## src/rtl/passcode_frame_encoder_if.sv

```systemverilog
// Digit-entry / frame handshake bundle for passcode_frame_encoder.
//   slave  : encoder side (takes digits and control, drives frame/status)
//   master : upstream keypad logic and downstream compare stage
// Signals: clear, backspace, digit_valid, digit_in[3:0], digit_ready,
//          frame_valid, frame_ready, frame_out[DIGITS*CODE_W-1:0],
//          count[CNT_W-1:0], err
interface passcode_frame_encoder_if #(
  parameter int unsigned DIGITS = 4
);
  localparam int unsigned CODE_W  = 5;
  localparam int unsigned FRAME_W = DIGITS * CODE_W;
  localparam int unsigned CNT_W   = $clog2(DIGITS + 1);

  logic               clear;
  logic               backspace;
  logic               digit_valid;
  logic [3:0]         digit_in;
  logic               digit_ready;
  logic               frame_valid;
  logic               frame_ready;
  logic [FRAME_W-1:0] frame_out;
  logic [CNT_W-1:0]   count;
  logic               err;

  modport slave (
    input  clear, backspace, digit_valid, digit_in, frame_ready,
    output digit_ready, frame_valid, frame_out, count, err
  );

  modport master (
    output clear, backspace, digit_valid, digit_in, frame_ready,
    input  digit_ready, frame_valid, frame_out, count, err
  );
endinterface

```

## src/rtl/passcode_frame_encoder.sv

```systemverilog
// Collects BCD digits over a valid/ready handshake, maps each to its 5-bit
// code and packs DIGITS codes (first digit in the MS slot) into one frame
// held under frame_valid/frame_ready backpressure. Supports backspace/clear.
// Ports: clk, rst_n (async, active low), bus (passcode_frame_encoder_if.slave).
// Optional build macro INVALID_DIGIT_ERR_EN: rejects digits > 9 and pulses
// err for one cycle; without it such digits encode as 00000 and err is 0.
module passcode_frame_encoder #(
  parameter int unsigned DIGITS = 4
) (
  input  logic                  clk,
  input  logic                  rst_n,
  passcode_frame_encoder_if.slave bus
);
  localparam int unsigned CODE_W  = 5;
  localparam int unsigned FRAME_W = DIGITS * CODE_W;
  localparam int unsigned CNT_W   = $clog2(DIGITS + 1);

  typedef enum logic {
    ST_COLLECT = 1'b0,
    ST_FULL    = 1'b1
  } state_e;

  state_e             state_q, state_d;
  logic [CNT_W-1:0]   count_q, count_d;
  logic [FRAME_W-1:0] frame_q, frame_d;
  logic [CODE_W-1:0]  code_c;
  logic               accept_c;
  logic               bad_digit_c;

  // Digit-to-code table; non-BCD inputs map to 00000
  function automatic logic [CODE_W-1:0] encode(input logic [3:0] d);
    case (d)
      4'd0:    encode = 5'b00000;
      4'd1:    encode = 5'b00001;
      4'd2:    encode = 5'b10001;
      4'd3:    encode = 5'b10010;
      4'd4:    encode = 5'b01010;
      4'd5:    encode = 5'b01011;
      4'd6:    encode = 5'b11011;
      4'd7:    encode = 5'b11111;
      4'd8:    encode = 5'b01111;
      4'd9:    encode = 5'b01110;
      default: encode = 5'b00000;
    endcase
  endfunction

  assign code_c   = encode(bus.digit_in);
  assign accept_c = bus.digit_valid && (state_q == ST_COLLECT) &&
                    !bus.clear && !bus.backspace;

`ifdef INVALID_DIGIT_ERR_EN
  assign bad_digit_c = (bus.digit_in > 4'd9);
`else
  assign bad_digit_c = 1'b0;
`endif

  // Next-state and datapath; priority clear > backspace > accept > handoff
  always_comb begin
    state_d = state_q;
    count_d = count_q;
    frame_d = frame_q;
    if (bus.clear) begin
      state_d = ST_COLLECT;
      count_d = '0;
      frame_d = '0;
    end else if (bus.backspace) begin
      if (state_q == ST_COLLECT && count_q != '0) begin
        count_d = count_q - CNT_W'(1);
        for (int unsigned i = 0; i < DIGITS; i++) begin
          if (CNT_W'(i) == count_q - CNT_W'(1))
            frame_d[(DIGITS-1-i)*CODE_W +: CODE_W] = '0;
        end
      end
    end else if (accept_c) begin
      if (!bad_digit_c) begin
        for (int unsigned i = 0; i < DIGITS; i++) begin
          if (CNT_W'(i) == count_q)
            frame_d[(DIGITS-1-i)*CODE_W +: CODE_W] = code_c;
        end
        count_d = count_q + CNT_W'(1);
        if (count_q + CNT_W'(1) == CNT_W'(DIGITS))
          state_d = ST_FULL;
      end
    end else if (state_q == ST_FULL && bus.frame_ready) begin
      state_d = ST_COLLECT;
      count_d = '0;
      frame_d = '0;
    end
  end

  // State and frame registers
  always_ff @(posedge clk or negedge rst_n) begin
    if (!rst_n) begin
      state_q <= ST_COLLECT;
      count_q <= '0;
      frame_q <= '0;
    end else begin
      state_q <= state_d;
      count_q <= count_d;
      frame_q <= frame_d;
    end
  end

`ifdef INVALID_DIGIT_ERR_EN
  logic err_q;

  // One-cycle pulse after a rejected non-BCD digit
  always_ff @(posedge clk or negedge rst_n) begin
    if (!rst_n) err_q <= 1'b0;
    else        err_q <= accept_c && bad_digit_c;
  end

  assign bus.err = err_q;
`else
  assign bus.err = 1'b0;
`endif

  // Handshake flags are direct decodes of the state flop
  assign bus.digit_ready = (state_q == ST_COLLECT);
  assign bus.frame_valid = (state_q == ST_FULL);
  assign bus.frame_out   = frame_q;
  assign bus.count       = count_q;

endmodule

```

## src/flat_wrapper.sv

```systemverilog
// flat-port wrapper written by rule: the top's interface ports become plain ports
module passcode_frame_encoder_flat 
#(
  parameter int unsigned DIGITS = 4
)
  (clk, rst_n, bus_clear, bus_backspace, bus_digit_valid, bus_digit_in, bus_frame_ready, bus_digit_ready, bus_frame_valid, bus_frame_out, bus_count, bus_err);
  passcode_frame_encoder_if #(.DIGITS(DIGITS)) bus_i ();
  input  logic clk;
  input  logic rst_n;
  input wire logic [$bits(bus_i.clear)-1:0] bus_clear;
  input wire logic [$bits(bus_i.backspace)-1:0] bus_backspace;
  input wire logic [$bits(bus_i.digit_valid)-1:0] bus_digit_valid;
  input wire logic [$bits(bus_i.digit_in)-1:0] bus_digit_in;
  input wire logic [$bits(bus_i.frame_ready)-1:0] bus_frame_ready;
  output wire logic [$bits(bus_i.digit_ready)-1:0] bus_digit_ready;
  output wire logic [$bits(bus_i.frame_valid)-1:0] bus_frame_valid;
  output wire logic [$bits(bus_i.frame_out)-1:0] bus_frame_out;
  output wire logic [$bits(bus_i.count)-1:0] bus_count;
  output wire logic [$bits(bus_i.err)-1:0] bus_err;
  assign bus_i.clear = bus_clear;
  assign bus_i.backspace = bus_backspace;
  assign bus_i.digit_valid = bus_digit_valid;
  assign bus_i.digit_in = bus_digit_in;
  assign bus_i.frame_ready = bus_frame_ready;
  assign bus_digit_ready = bus_i.digit_ready;
  assign bus_frame_valid = bus_i.frame_valid;
  assign bus_frame_out = bus_i.frame_out;
  assign bus_count = bus_i.count;
  assign bus_err = bus_i.err;
  passcode_frame_encoder #(.DIGITS(DIGITS)) u_core (.clk(clk), .rst_n(rst_n), .bus(bus_i));
endmodule
```

## config.mk

```make
export PLATFORM = sky130hd
export DESIGN_NAME = passcode_frame_encoder_flat
export DESIGN_NICKNAME = d
export VERILOG_FILES = /design/src/rtl/passcode_frame_encoder_if.sv /design/src/rtl/passcode_frame_encoder.sv /design/src/flat_wrapper.sv
export SDC_FILE = /design/constraint.sdc
export NUM_CORES = 1
export LEC_CHECK = 0
export CAP_MARGIN = 20
export CORE_AREA = 5 5 65 67
export CTS_CLUSTER_DIAMETER = 100
export DETAILED_ROUTE_END_ITERATION = 8
export DIE_AREA = 0 0 70 72
export HOLD_SLACK_MARGIN = 0.06
export PLACE_DENSITY = 0.65
export SLEW_MARGIN = 20
export SYNTH_ARGS = -nofsm -noshare
export SYNTH_HDL_FRONTEND = slang
export SYNTH_SLANG_ARGS = --single-unit
```

## constraint.sdc

```tcl
create_clock -name clk -period 1.9 [get_ports clk]
set_clock_uncertainty 0.2 [all_clocks]
set_input_delay 0.285 -clock clk [delete_from_list [all_inputs] [get_ports clk]]
set_output_delay 0.285 -clock clk [all_outputs]
set_load 0.01 [all_outputs]
```

==> summary.txt, run 1 <==
Clock tree
  • H-tree levels: 1
  • Hold-fix buffers, CTS: 0
  • Clock Tree Buf Depth: 2
  • TritonCTS clock tree: done
  • Sink Count: 24
  • Clock transition at the registers of the reported paths: 0.14 ns
  • CTS Buf Count: 3
  • Root buf cell: clkbuf_4
  • Worst-Skew Late Latency: 0.31 ns

STA
  • Final worst setup slack: -0.00385 ns
  • RSZ-0062 raised after global routing: true
  • Slew Limit Fails: 0
  • Fin crit period: 1.90 ns
  • Setup Total Neg Slack: -0.00385 ns
  • Post-route clock period utilization: 100%
  • Final setup vio count: 1
  • Hold Fails Final Rpt: 0
  • Max Clock Freq: 525 MHz

Global route
  • Vias in the first global route: 1303
  • Wire length of the first global-routing pass: 6560 µm
  • GR Overflow Total: 0
  • Pin count of the biggest net entering global routing: 25
  • Tot GR Track Use: 16.1%
  • Antenna violations before repair: 0

Placed design
  • Port Buffer Count: 34
  • Detailed Place HPWL: 2730 µm
  • Cells after DPL: 225
  • Gp weighted congestion: 0.799

Critical path
  • Critical path arrival: 1.91 ns
  • FF-to-FF End: u_core.bus.frame_out[15]
  • Crit Path Max Fanout: 7
  • R2R depth: 3
  • Setup CP Type: flip-flop to flip-flop
  • R2r setup slk: -0.004 ns
  • Crit. End Element: flip-flop
  • R2r startpoint: u_core.bus.frame_valid
  • CP Launch Type: flip-flop
  • Worst Path Required: 1.91 ns

Routing
  • DRC: 0
  • Drt wl/cell: 16.2 µm
  • Post-DRT Antenna Nets: 0
  • DRT Wirelength: 3840 µm
  • Via count: 1241
  • DR iter-0 viols: 75
  • Vias per Instance: 5.24
  • Drt pass-1 iters: 4

Synth
  • Async SR Flop Fraction: 100%
  • Post-synth top flop: dfrtp_1
  • Synth unique cells: 35
  • Cell taking the most area after synthesis: dfrtp_1
  • Mean post-synth cell area: 11.7 µm²
  • Synthesized Nets: 135
  • Seq/Total Area, Yosys: 44.5%
  • Synthesized area: 0.00135 mm²
  • Post-synth EDFFs: 0
  • Synth Instances: 115
  • Synth Register Bits: 24
  • Yosys Warn Count: 0
  • Synth area leaders: dfrtp_1 (44%), a22o_1 (14%), ha_1 (9.3%)
  • Synth top area share: 44.5%

Power
  • Gate power share: 44.1%
  • Total Power: 0.00175 W
  • PwrDens: 794 mW/mm²
  • P_int: 0.00119 W
  • Sw Share: 32.0%
  • Clk pwr share: 20.9%
  • Static Leak: 1.04 nW
  • P_sw: 0.000558 W
  • Peak supply drop: 0.961 mV
  • Sequential Power Share: 34.9%

Floorplan
  • Die width: 70 µm
  • CORE AREA: 0.00358 mm²
  • I/O Pins: 36
  • Initial core utilization: 37.7%
  • FP Rows: 22
  • Die height: 72 µm
  • Die area: 0.00504 mm²

Finish
  • # diodes: 0
  • Most common cell after layout, fill and taps aside: buf_4
  • Final Non-Filler Cells: 237
  • Layout fillers: 281
  • Nets: 210
  • Commonest cells after routing, fill and taps aside: buf_4 (33), clkdlybuf4s50_1 (26), a22o_1 (21)
  • Fraction of layout cells with a size suffix above 1: 35.4%
  • Area Growth Syn to Fin: 62.8%

Outcome
  • Violated checks: setup timing
  • Status: finished, violations left

Hold path
  • Hold Crit Class: input port to asynchronous set/reset pin

Flow run
  • Max_cap viols: 0
[synthesized netlist by cell type, drive strengths merged (2+ instances only)]
library cell  count
o22ai             2
nand2             3
a21oi             4
o2111ai           3
a22o             21
inv               8
dfrtp            24
o211a             3
buf               3
a21o              3
ha               10
o21ai             4
mux2i             2
nor2              4
nand2b            5
[metrics by stage]
stage | instance area (µm²) | util [%] | setup slack, ns | hold slack, ns
after global routing | 2200 | 61.4 | -0.0536 | 0.118
after detailed placement | 1980 | 55.5 | -0.445 | 0.282
final | 2200 | 61.4 | -0.00385 | 0.111
after CTS | 2120 | 59.3 | -0.0193 | 0.108
after global placement | 1980 | 55.5 | -0.393 | 0.285
after floorplan | 1380 | - | -0.0943 | -0.211
[sequential cells by signal, indices dropped and copies added (netlist names)]
| register | flops |
|---|---|
| u_core.bus.frame_valid | 1 |
| u_core.bus.frame_out | 20 |
| u_core.bus.count | 3 |
[worst max-delay path, stage by stage (launching register included)]
cell	delay [ns]
dfrtp_2	0.49
or4b_4	0.56
o211a_1	0.30
a22o_1	0.25
[power groups by stage]
| stage | clock, W | combinational [W] | sequential [W] |
|---|---|---|---|
| after floorplan | 0 | 0.000332 | 0.000638 |
| after global placement | 0 | 0.000665 | 0.000609 |
| after detailed placement | 0 | 0.000678 | 0.000611 |
| after CTS | 0.000377 | 0.000725 | 0.000604 |
| after global routing | 0.000404 | 0.000836 | 0.000617 |
| final | 0.000366 | 0.000770 | 0.000610 |
[final cells by class]
cell class | instances | area (µm²) | share of cell area, %
multi-input cells | 81 | 796 | 36.2
clock buffers | 3 | 22.5 | 1.02
clock inverters | 1 | 30.0 | 1.37
inverters | 8 | 35.0 | 1.59
repair buffers | 72 | 649 | 29.5
flip-flops and latches | 24 | 606 | 27.5
well taps | 48 | 60.1 | 2.73
[metal layers]
metal | GRT usage (%) | share of wire (%) | up-vias
li1 | - | - | 586
met1 | 20.2 | 43 | 618
met2 | 29.2 | 52 | 33
met3 | 2.91 | 3.6 | 4
met4 | 3.40 | 0.86 | 0
met5 | 0 | 0 | -
[kinds of logic (layout without fill, tap and decap cells)]
family                   Yosys count  in the layout  synth area share [%]
multiplexers                       2              2                  1.48
other                              1              1                 0.278
AND/OR/NAND/NOR                   21             22                  9.92
adder cells (fa/ha/maj)           10             10                  9.27
AO/OA/AOI/OAI                     46             46                  30.1
buffers and inverters             11             84                  4.45
flip-flops                        24             24                  44.5
[worst max-delay path by stage]
stage,startpoint,to,slack [ns],depth (start not counted)
6_report,u_core.bus.frame_valid,u_core.bus.frame_out[15],-0.004,3
5_1_grt,u_core.bus.frame_valid,u_core.bus.frame_out[6],-0.05,5
4_1_cts,u_core.bus.count[0],u_core.bus.frame_out[2],-0.02,6
3_5_place_dp,bus_backspace,u_core.bus.frame_out[15],-0.44,4
3_3_place_gp,bus_backspace,u_core.bus.frame_out[18],-0.39,4
2_1_floorplan,u_core.bus.count[0],u_core.bus.frame_out[0],-0.09,6
[repair_timing]
| action | 4_1_cts | 5_1_grt |
|---|---|---|
| buffers inserted | 6 | 1 |
| hold endpoints to repair | 0 | 0 |
| pin swaps | 8 | 3 |
| resized for setup | 11 | 17 |
| endpoints found under the setup margin | 23 | 22 |
| gates cloned | 1 | 0 |
Power figures use the tool's default switching activity.
==> run 2, diff against run 1 <==
--- a/config.mk
+++ b/config.mk
@@ -10,8 +10,11 @@
 export CTS_CLUSTER_DIAMETER = 100
 export DETAILED_ROUTE_END_ITERATION = 8
 export DIE_AREA = 0 0 70 72
+export GPL_ROUTABILITY_DRIVEN = 0
 export HOLD_SLACK_MARGIN = 0.06
 export PLACE_DENSITY = 0.65
+export RECOVER_POWER = 100
+export SKIP_LAST_GASP = 1
 export SLEW_MARGIN = 20
 export SYNTH_ARGS = -nofsm -noshare
 export SYNTH_HDL_FRONTEND = slang
==> summary.txt, run 2 (synthesis results as in run 1) <==
Critical path
  • Worst Path Required: 1.93 ns
  • Crit Path Max Fanout: 6
  • Crit. End Element: flip-flop
  • Critical path arrival: 1.98 ns
  • CP Launch Type: flip-flop
  • R2R depth: 4
  • Setup CP Type: flip-flop to flip-flop

Finish
  • # diodes: 0
  • Commonest cells after routing, fill and taps aside: buf_4 (34), clkdlybuf4s50_1 (28), a22o_1 (21)
  • Most common cell after layout, fill and taps aside: buf_4
  • Nets: 211
  • Fraction of layout cells with a size suffix above 1: 35.8%
  • Layout fillers: 282
  • Max reg flops: 20
  • Area Growth Syn to Fin: 61.4%

Clock tree
  • Hold-fix buffers, CTS: 0
  • Sink Count: 24
  • CTS Buf Count: 3
  • Worst-Skew Late Latency: 0.32 ns
  • Clock Tree Buf Depth: 2
  • Root buf cell: clkbuf_4
  • Clock transition at the registers of the reported paths: 0.14 ns
  • TritonCTS clock tree: done
  • H-tree levels: 1

Power
  • Peak supply drop: 0.833 mV
  • Static Leak: 0.989 nW
  • Total Power: 0.00173 W
  • PwrDens: 792 mW/mm²

Outcome
  • Status: finished, violations left
  • Violated checks: setup timing

Routing
  • Drt wl/cell: 16.0 µm
  • Via count: 1242
  • DR iter-0 viols: 70
  • DRT Wirelength: 3810 µm
  • DRC: 0
  • Drt pass-1 iters: 4
  • Post-DRT Antenna Nets: 0
  • Vias per Instance: 5.22

STA
  • RSZ-0062 raised after global routing: true
  • Fin crit period: 1.95 ns
  • Final setup vio count: 20
  • Final worst setup slack: -0.0516 ns
  • Post-route clock period utilization: 103%
  • Max Clock Freq: 512 MHz
  • Worst slew margin: 59.6%
  • Slew Limit Fails: 0
  • Hold Fails Final Rpt: 0
  • Worst-Margin Slew: 0.606 ns

Floorplan
  • I/O Pins: 36
  • Initial core utilization: 37.7%
  • Die area: 0.00504 mm²
  • FP Rows: 22
  • CORE AREA: 0.00358 mm²
  • Die height: 72 µm
  • Die width: 70 µm

Global route
  • Antenna violations before repair: 0
  • Pin count of the biggest net entering global routing: 25
  • Vias in the first global route: 1294
  • GR Overflow Total: 0
  • Tot GR Track Use: 16.1%
  • Wire length of the first global-routing pass: 6530 µm

Placed design
  • Place WS: -0.445 ns
  • Port Buffer Count: 34
  • Detailed Place HPWL: 2730 µm

Flow run
  • Max_cap viols: 0

Hold path
  • Hold Crit Class: input port to asynchronous set/reset pin
[run 2: worst max-delay path, cell delays in order (launching register included)]
cell and delay (ns):
dfrtp_2 0.47, buf_4 0.14, or4b_4 0.53, o211a_4 0.28, a22o_1 0.23
[run 2: power breakdown]
part | internal [W] | switching, W | total, W
combinational | 0.000402 | 0.000348 | 0.000750
sequential | 0.000560 | 0.0000452 | 0.000605
clock | 0.000213 | 0.000156 | 0.000370
total | 0.00118 | 0.000550 | 0.00173
[run 2: per-stage QoR]
stage,instance area [µm²],cells,hold WS [ns],TNS [ns],utilization (%)
finish,2180,238,0.282,-0.557,60.9
detailed placement,1980,225,0.282,-8.12,55.5
CTS,2120,236,0.108,-0.0532,59.3
global route,2180,238,0.329,-2.00,60.9
floorplan,1380,115,-0.211,-0.418,-
global placement,1980,225,0.285,-7.41,55.5
[run 2: final cells by class]
cell class,instances,area (µm²),area share [%]
clock inverter,1,30.0,1.38
sequential,24,606,27.8
inverter,8,32.5,1.49
multi-input combinational,81,786,36.1
tap,48,60.1,2.76
timing repair buffer,73,642,29.5
clock buffer,3,22.5,1.03
[run 2: repair_timing]
| action | 4_1_cts | 5_1_grt |
|---|---|---|
| gates resized for setup | 10 | 12 |
| pin swaps | 8 | 2 |
| gates cloned | 1 | 0 |
| endpoints found under the setup margin | 23 | 22 |
| buffers inserted | 6 | 2 |
[run 2: path summary, 6_finish.rpt]
path                                            end  slack, ns               startpoint
min in group clk            u_core.bus.frame_out[1]       0.32  u_core.bus.frame_out[1]
min reg2reg                 u_core.bus.frame_out[1]       0.32  u_core.bus.frame_out[1]
max                        u_core.bus.frame_out[11]      -0.05   u_core.bus.frame_valid
max reg2reg                u_core.bus.frame_out[11]      -0.05   u_core.bus.frame_valid
max in group asynchronous       u_core.bus.count[1]       0.78                    rst_n
min                         u_core.bus.frame_out[8]       0.28                    rst_n
[run 2: routing by layer]
layer	part of all wire [%]	GRT usage (%)
met4	1.4	3.40
met5	0	0
met2	52	29.1
met1	43	20.1
met3	4.0	2.91
==> run 3, diff against run 2 <==
--- a/config.mk
+++ b/config.mk
@@ -6,13 +6,15 @@
 export NUM_CORES = 1
 export LEC_CHECK = 0
 export CAP_MARGIN = 20
-export CORE_AREA = 5 5 65 67
+export CELL_PAD_IN_SITES_DETAIL_PLACEMENT = 1
+export CELL_PAD_IN_SITES_GLOBAL_PLACEMENT = 2
+export CORE_AREA = 4 4 65 91
 export CTS_CLUSTER_DIAMETER = 100
 export DETAILED_ROUTE_END_ITERATION = 8
-export DIE_AREA = 0 0 70 72
+export DIE_AREA = 0 0 69 95
 export GPL_ROUTABILITY_DRIVEN = 0
 export HOLD_SLACK_MARGIN = 0.06
-export PLACE_DENSITY = 0.65
+export PLACE_DENSITY = 0.69
 export RECOVER_POWER = 100
 export SKIP_LAST_GASP = 1
 export SLEW_MARGIN = 20
==> summary.txt, run 3 (synthesis results as in run 1) <==
Finish
  • Nets: 208
  • Storage cell area: 606 µm²
  • Layout fillers: 567
  • Multi-input logic area: 802 µm²
  • Most common cell after layout, fill and taps aside: buf_4
  • Max reg flops: 20
  • # diodes: 0
  • Fraction of layout cells with a size suffix above 1: 34.8%
  • Area Growth Syn to Fin: 64.8%
  • Final Non-Filler Cells: 253
  • Final core utilization: 43.5%
  • Commonest cells after routing, fill and taps aside: buf_4 (32), clkdlybuf4s50_1 (27), a22o_1 (21)

Routing
  • DR iter-0 viols: 52
  • Via count: 1230
  • Vias per Instance: 4.86
  • Post-DRT Antenna Nets: 0
  • Drt pass-1 iters: 4
  • Drt wl/cell: 17.1 µm
  • DRC: 0
  • DRT Wirelength: 4320 µm

Hold path
  • Hold Path Origin: u_core.bus.frame_out[13]
  • Hold Crit Class: flip-flop to flip-flop
  • Hold depth: 1
  • Hold endpoint: u_core.bus.frame_out[13]

Global route
  • GR Overflow Total: 0
  • Wire length of the first global-routing pass: 7000 µm
  • Vias in the first global route: 1328
  • Tot GR Track Use: 13.5%
  • Pin count of the biggest net entering global routing: 25
  • Antenna violations before repair: 0

STA
  • Final setup vio count: 12
  • Fin crit period: 1.93 ns
  • Worst-Margin Slew: 0.615 ns
  • Slew Limit Fails: 0
  • Worst slew margin: 59.0%
  • RSZ-0062 raised after global routing: true
  • Max Clock Freq: 519 MHz
  • Final worst setup slack: -0.0268 ns
  • Post-route clock period utilization: 101%
  • Hold Fails Final Rpt: 0

Floorplan
  • CORE AREA: 0.00512 mm²
  • I/O Pins: 36
  • Die width: 69 µm
  • Die height: 95 µm
  • FP Rows: 31
  • Die area: 0.00656 mm²
  • Initial core utilization: 26.4%

Clock tree
  • Worst-Skew Late Latency: 0.27 ns
  • Root buf cell: clkbuf_8
  • CTS Buf Count: 3
  • TritonCTS clock tree: done
  • Clock Tree Buf Depth: 2
  • Clock transition at the registers of the reported paths: 0.09 ns
  • Hold-fix buffers, CTS: 0
  • H-tree levels: 1
  • Sink Count: 24

Outcome
  • Status: finished, violations left
  • Violated checks: setup timing

Power
  • Static Leak: 1.01 nW
  • PwrDens: 830 mW/mm²
  • Peak supply drop: 0.415 mV
  • Total Power: 0.00185 W

Critical path
  • R2r startpoint: u_core.bus.frame_valid
  • R2R depth: 4
  • Setup CP Type: flip-flop to flip-flop
  • Critical path arrival: 1.94 ns
  • Worst Path Required: 1.91 ns
  • Crit Path Max Fanout: 7
  • Crit. End Element: flip-flop
  • R2r setup slk: -0.03 ns
  • FF-to-FF End: u_core.bus.frame_out[17]
  • CP Launch Type: flip-flop

Placed design
  • Cells after DPL: 244
  • Detailed Place HPWL: 3170 µm
  • Port Buffer Count: 34

Flow run
  • Max_cap viols: 0
## run 3: changes by cell type in the layout (fill, tap and decap cells not counted), sizes merged
cell / previous run / this run
dlygate4sd2: 3 / 4
clkdlybuf4s25: 2 / 0
clkdlybuf4s50: 28 / 27
buf: 38 / 35
dlymetal6s2s: 0 / 2
## run 3: how the worst max path moves through the flow
stage | start | to | slack, ns
5_1_grt | u_core.bus.count[1] | u_core.bus.frame_out[4] | -0.08
3_5_place_dp | bus_backspace | u_core.bus.frame_out[15] | -0.49
4_1_cts | u_core.bus.count[0] | u_core.bus.frame_out[4] | -0.04
3_3_place_gp | bus_backspace | u_core.bus.frame_out[16] | -0.41
6_report | u_core.bus.frame_valid | u_core.bus.frame_out[17] | -0.03
2_1_floorplan | u_core.bus.count[0] | u_core.bus.frame_out[0] | -0.09
## run 3: timing repair
| item | 4_1_cts | 5_1_grt |
|---|---|---|
| pin swaps | 4 | 8 |
| setup buffers | 3 | 2 |
| cloned | 1 | 0 |
| setup endpoints to repair | 23 | 21 |
| gates resized for setup | 17 | 6 |
## run 3: power breakdown
group	switching [W]	internal, W
Sequential	0.0000483	0.000560
Clock	0.000173	0.000282
Combinational	0.000371	0.000412
## run 3: cell type report
| class | count | share of cell area (%) |
|---|---|---|
| flip-flops and latches | 24 | 27.2 |
| multi-input cells | 81 | 36.1 |
| clock inverters | 1 | 1.35 |
| inverters | 8 | 1.57 |
| repair buffers | 70 | 28.2 |
| well taps | 66 | 3.71 |
| clock buffers | 3 | 1.86 |
## run 3: through the flow
| stage | setup slack [ns] | hold WS (ns) | area [µm²] | setup TNS (ns) |
|---|---|---|---|---|
| after detailed placement | -0.486 | 0.291 | 2010 | -8.87 |
| after global placement | -0.409 | 0.288 | 2010 | -7.70 |
| after global routing | -0.0777 | 0.334 | 2220 | -1.08 |
| after CTS | -0.0362 | 0.183 | 2190 | -0.0754 |
| after floorplan | -0.0943 | -0.211 | 1380 | -0.418 |
| final | -0.0268 | 0.309 | 2220 | -0.175 |
## run 3: layer usage
layer  vias to the layer above  track usage (%)  wire (µm)
met2                        27             23.7       2240
met4                         0             5.05         69
met5                         -                0          0
met1                       613             16.3       1850
li1                        584                -          -
met3                         6             2.66        154
## run 3: critical path, cell delays in order (launching register included)
cell       delay, ns
dfrtp_2         0.48
or4b_4          0.60
buf_6           0.16
o2111ai_4       0.24
a22o_1          0.19
